**config.mk**
```make
export PLATFORM = sky130hd
export DESIGN_NAME = mux16_rr_arbiter
export DESIGN_NICKNAME = d
export VERILOG_FILES = /design/src/rtl/mux16_rr_arbiter_pkg.sv /design/src/rtl/mux16_rr_arbiter_rr_pick16.sv /design/src/rtl/mux16_rr_arbiter.sv
export SDC_FILE = /design/constraint.sdc
export NUM_CORES = 1
export LEC_CHECK = 0
export CORE_AREA = 2 2 233 235
export DETAILED_ROUTE_END_ITERATION = 12
export DIE_AREA = 0 0 235 237
export PLACE_DENSITY_LB_ADDON = 0.2
export SYNTH_ARGS = -nofsm -noshare
export SYNTH_HDL_FRONTEND = slang
export SYNTH_HIERARCHICAL = 1
export SYNTH_SLANG_ARGS = --single-unit
```
**constraint.sdc**
```tcl
create_clock -name clock -period 8.4 [get_ports clock]
set_input_delay 0.84 -clock clock [delete_from_list [all_inputs] [get_ports clock]]
set_output_delay 0.84 -clock clock [all_outputs]
set_load 0.01 [all_outputs]
```
**src/rtl/mux16_rr_arbiter_pkg.sv**
```systemverilog
// Shared definitions for the 16-way round-robin arbiter and its mux datapath.
// Optional feature: define ARB_BURST_EN to allow several beats per grant.
package mux16_rr_arbiter_pkg;

    localparam int ARB_NREQ = 16;
    localparam int ARB_IDXW = 4;

    typedef enum logic {
        ARB_IDLE = 1'b0,
        ARB_BUSY = 1'b1
    } arb_state_e;

    // One-hot grant vector for a requester index.
    function automatic logic [15:0] idx_to_onehot(input logic [3:0] idx);
        return 16'h0001 << idx;
    endfunction

endpackage

```
**src/rtl/mux16_rr_arbiter_rr_pick16.sv**
```systemverilog
// Rotating priority picker: the first set request at or after ptr wins,
// scanning upward and wrapping 15 -> 0.
module rr_pick16
    import mux16_rr_arbiter_pkg::*;
(
    input  logic [15:0] req,
    input  logic [3:0]  ptr,
    output logic        any,
    output logic [3:0]  idx
);

    logic [31:0] dbl_s;
    logic [15:0] rot_s;
    logic [3:0]  off_s;

    // Rotate right by ptr so the current priority holder lands on bit 0.
    assign dbl_s = {req, req} >> ptr;
    assign rot_s = dbl_s[15:0];

    // Priority-encode the rotated vector; the lowest set bit wins.
    always_comb begin
        off_s = 4'd0;
        for (int i = 15; i >= 0; i--) begin
            if (rot_s[i]) begin
                off_s = 4'(i);
            end else begin
                off_s = off_s;
            end
        end
    end

    assign any = |req;
    assign idx = off_s + ptr;   // 4-bit add undoes the rotation modulo 16

endmodule

```
**src/rtl/mux16_rr_arbiter.sv**
```systemverilog
// Round-robin arbiter sharing one 16:1 data mux among 16 requesters.
// A grant is held until the sink takes the beat (out_valid & out_ready),
// then priority moves to the requester after the winner.
// Optional feature: define ARB_BURST_EN to keep a grant for up to MAX_BURST
// back-to-back beats while the winner keeps requesting.
module mux_16 #(
    parameter int WIDTH = 32
) (
    input  logic [3:0]          sel,
    input  logic [16*WIDTH-1:0] in_data,
    output logic [WIDTH-1:0]    out_data
);

    assign out_data = in_data[sel*WIDTH +: WIDTH];

endmodule

module mux16_rr_arbiter
    import mux16_rr_arbiter_pkg::*;
#(
    parameter int WIDTH     = 32,
    parameter int MAX_BURST = 4
) (
    input  logic                clock,
    input  logic                reset_n,
    input  logic [15:0]         req,
    input  logic [16*WIDTH-1:0] in_data,
    output logic [15:0]         ack,
    output logic [15:0]         grant,
    output logic [3:0]          sel,
    output logic                out_valid,
    input  logic                out_ready,
    output logic [WIDTH-1:0]    out_data
);

    arb_state_e  state_r, state_nxt_s;
    logic [15:0] grant_r, grant_nxt_s;
    logic [3:0]  sel_r, sel_nxt_s;
    logic [3:0]  ptr_r, ptr_nxt_s;
    logic        valid_r, valid_nxt_s;
    logic        any_s;
    logic [3:0]  pick_s;
    logic        xfer_s;
    logic        more_s;      // transfer continues the current grant

    rr_pick16 u_pick (
        .req (req),
        .ptr (ptr_r),
        .any (any_s),
        .idx (pick_s)
    );

    mux_16 #(.WIDTH(WIDTH)) u_mux (
        .sel      (sel_r),
        .in_data  (in_data),
        .out_data (out_data)
    );

    assign xfer_s = valid_r & out_ready;

`ifdef ARB_BURST_EN
    logic [3:0] beat_cnt_r, beat_cnt_nxt_s;

    assign more_s = req[sel_r] && (32'(beat_cnt_r) < 32'(MAX_BURST - 1));

    // Beat counter within the current grant.
    always_ff @(posedge clock) begin
        if (!reset_n) begin
            beat_cnt_r <= 4'd0;
        end else begin
            beat_cnt_r <= beat_cnt_nxt_s;
        end
    end

    // Count beats of a burst; restart at every new grant.
    always_comb begin
        beat_cnt_nxt_s = beat_cnt_r;
        if (state_r == ARB_IDLE) begin
            beat_cnt_nxt_s = 4'd0;
        end else if (xfer_s && more_s) begin
            beat_cnt_nxt_s = beat_cnt_r + 4'd1;
        end else begin
            beat_cnt_nxt_s = beat_cnt_r;
        end
    end
`else
    assign more_s = 1'b0;
`endif

    // State and registered outputs; reset overrides any handshake.
    always_ff @(posedge clock) begin
        if (!reset_n) begin
            state_r <= ARB_IDLE;
            grant_r <= 16'h0000;
            sel_r   <= 4'd0;
            ptr_r   <= 4'd0;
            valid_r <= 1'b0;
        end else begin
            state_r <= state_nxt_s;
            grant_r <= grant_nxt_s;
            sel_r   <= sel_nxt_s;
            ptr_r   <= ptr_nxt_s;
            valid_r <= valid_nxt_s;
        end
    end

    // Next state: arbitrate when idle, leave BUSY once the grant is done.
    always_comb begin
        state_nxt_s = state_r;
        case (state_r)
            ARB_IDLE: begin
                if (any_s) begin
                    state_nxt_s = ARB_BUSY;
                end else begin
                    state_nxt_s = ARB_IDLE;
                end
            end
            ARB_BUSY: begin
                if (xfer_s && !more_s) begin
                    state_nxt_s = ARB_IDLE;
                end else begin
                    state_nxt_s = ARB_BUSY;
                end
            end
            default: state_nxt_s = ARB_IDLE;
        endcase
    end

    // Next grant/select/pointer/valid; everything holds while the sink stalls.
    always_comb begin
        grant_nxt_s = grant_r;
        sel_nxt_s   = sel_r;
        ptr_nxt_s   = ptr_r;
        valid_nxt_s = valid_r;
        case (state_r)
            ARB_IDLE: begin
                if (any_s) begin
                    grant_nxt_s = idx_to_onehot(pick_s);
                    sel_nxt_s   = pick_s;
                    valid_nxt_s = 1'b1;
                end else begin
                    grant_nxt_s = 16'h0000;
                    valid_nxt_s = 1'b0;
                end
            end
            ARB_BUSY: begin
                if (xfer_s && !more_s) begin
                    grant_nxt_s = 16'h0000;
                    valid_nxt_s = 1'b0;
                    ptr_nxt_s   = sel_r + 4'd1;
                end else begin
                    valid_nxt_s = 1'b1;
                end
            end
            default: begin
                grant_nxt_s = 16'h0000;
                valid_nxt_s = 1'b0;
            end
        endcase
    end

    assign ack       = grant_r & {16{xfer_s}};
    assign grant     = grant_r;
    assign sel       = sel_r;
    assign out_valid = valid_r;

endmodule

```
==> flow_summary.ini <==
[status]
outcome = finished, final reports clean

[clock_tree]
clk_latency_ns = 0.26
h-tree-depth = 1
tritoncts = built
ctsHoldBuffers = 0
post_cts_resize_count = 0
cts_setup_buffers = 0
clk_pin_slew_ns = 0.07
clock_path_buffers = 2
cts_made_buffers = 3
cts-root-buf = clkbuf_16
cts_sinks = 25

[placed_design]
dp.cells = 1723
place_hpwl_microns = 41500
place.gp.congestion = 0.860
place.port_buffers = 599

[global_routing]
grt_pass1_wl_microns = 65000
antenna_found_initial = 24
grt_pass1_vias = 7769
track_usage_pct = 16.4
grt_max_degree = 80
grt.overflow.total = 0

[detailed_routing]
ant_nets = 0
drt_pass1_iterations = 7
route.met3.wl_microns = 3870
wl_microns = 48600
top_layer = met5
wl_per_cell_microns = 28.0
vias = 7378
drc = 0
drt_iter0_drc = 345
drt-met1-wl_microns = 19800
wl_met2_microns = 24100
vias_per_cell = 4.25

[final_layout]
drive_gt1_share_pct = 17.6
final_util_pct = 23.9
layout_common_cells = 599 x clkdlybuf4s50_1, 142 x mux4_2, 64 x a22oi_1, 49 x nand2_1, 23 x dfxtp_1
fillers = 5623
seq_area_sq_um = 508
final_common_cell = clkdlybuf4s50_1
syn2layout_area_growth_pct = 113
multi_input_area_sq_mm = 0.00516
instances_no_fill = 1735
final_nets = 1568

[hold_path]
min_delay_path_depth = 1
hp-class = reg -> reg

[sta]
hold_viol = 0
clock_skew_ns = 0.00171
tightest_slew_ns = 1.11
slew-limit-headroom_pct = 25.9
fin_crit_ns = 4.75
rsz0062_at_grt = false
drv_slew = 0
finalCritPeriodShare_pct = 56.6
setup-tns-final_ns = 0
max_freq_mhz = 210
setup_viol = 0

[critical_path]
crit_path_top_delay_cell = dfxtp_1
cp.depth = 14
crit_type = reg -> reg
r2r_cells = 14
critPathLaunchType = flip-flop
crit_path_max_fanout = 19
worst_path_dominant_cell_family = multiplexers
path_buf_inv = 0
arrival_ns = 4.96
cpPeakStageDelay_ns = 1.03
cp.required_ns = 8.61
worstSetupEndpointType = flip-flop
crit_chain = mux4_1, mux4_2, nor2_1, a21boi_0, o21ai_1, a31oi_1, ha_1, a21o_1, a21oi_1, xnor2_1, xnor2_1, nand3b_1, nor2_1, a22o_1

[pwr]
power_density_mw_per_mm2 = 101
power_mw = 1.28
ir_worst_vdd_uv = 84.6
p_leak_nw = 4.17

[die]
core_sq_mm = 0.0533
die_w_microns = 235
die-area_sq_mm = 0.0557
num_rows = 85
io_pins = 600
die_h_microns = 237
start_util_pct = 11.2

[run]
drv_cap = 0

[yosys]
synth_cell_types = 55
seq_area_frac_synth_pct = 8.37
async_flop_share_pct = 0
yosysWarnings = 6
synthesis.nets = 1012
synth_edf_count = 0
netlist_instances = 476
synth_area_sq_mm = 0.00598
ys_ff_latch = 25
ys.flop_type = dfxtp_1
syn_avg_cell_area_sq_um = 12.6
-- cell families after synthesis --
group	count (synthesis)	synth area share [%]
compound gates	101	12.8
xor+xnor	5	0.732
fa+ha+maj	5	1.17
buf+inv	60	5.67
flops	25	8.37
mux	172	61.4
simple gates	108	9.85
-- layer usage --
metal	vias up	GRT usage (%)
li1	3219	-
met1	3770	20.7
met2	341	28.9
met3	38	4.00
met4	10	2.22
met5	-	0
-- worst paths after layout --
path	from	endpoint	slack [ns]
max	ptr_r[1]$_SDFFE_PN0P_	grant[10]$_SDFFE_PN0P_	3.65
min reg2reg	grant[15]$_SDFFE_PN0P_	grant[15]$_SDFFE_PN0P_	0.51
max reg2reg	ptr_r[1]$_SDFFE_PN0P_	grant[10]$_SDFFE_PN0P_	3.65
min	grant[15]$_SDFFE_PN0P_	grant[15]$_SDFFE_PN0P_	0.51
-- power breakdown --
group	switching (mW)	total, mW	internal (mW)
Combinational	0.411	1.02	0.604
Clock	0.0442	0.109	0.0646
Sequential	0.0312	0.158	0.127
Total	0.487	1.28	0.796
-- cell usage after synthesis, drive strengths merged, types with 10 or more instances --
library cell | count | area [sq um]
mux4 | 152 | 3460
a22oi | 64 | 480
nand2 | 49 | 184
buf | 32 | 229
dfxtp | 25 | 500
clkbuf | 22 | 82.6
and3 | 17 | 106
a22o | 16 | 140
a21oi | 10 | 50.1
mux2 | 10 | 113
mux2i | 10 | 100
nor2 | 10 | 45.0
-- per-stage QoR --
step / worst slack (ns) / instance area, sq um / hold WS (ns)
2_1_floorplan: 4.38 / 5980 / 0.468
3_3_place_gp: 3.48 / 12600 / 0.501
3_5_place_dp: 3.44 / 12600 / 0.500
4_1_cts: 3.61 / 12700 / 0.519
5_1_grt: 3.15 / 12700 / 0.529
6_report: 3.65 / 12700 / 0.513
-- sequential cells by signal, indices dropped and copies added, names as in the netlist --
signal,flops
ptr_r,4
sel,4
grant,16
out_valid,1
-- area by class of cell --
| type | count | area share, % |
|---|---|---|
| sequential | 25 | 3.99 |
| timing repair buffer | 606 | 47.6 |
| clock inverter | 1 | 0.0590 |
| tap | 696 | 6.84 |
| antenna | 8 | 0.157 |
| inverter | 5 | 0.147 |
| multi-input combinational | 391 | 40.6 |
| clock buffer | 3 | 0.590 |
Note: power is estimated with default switching activity, not from simulation.
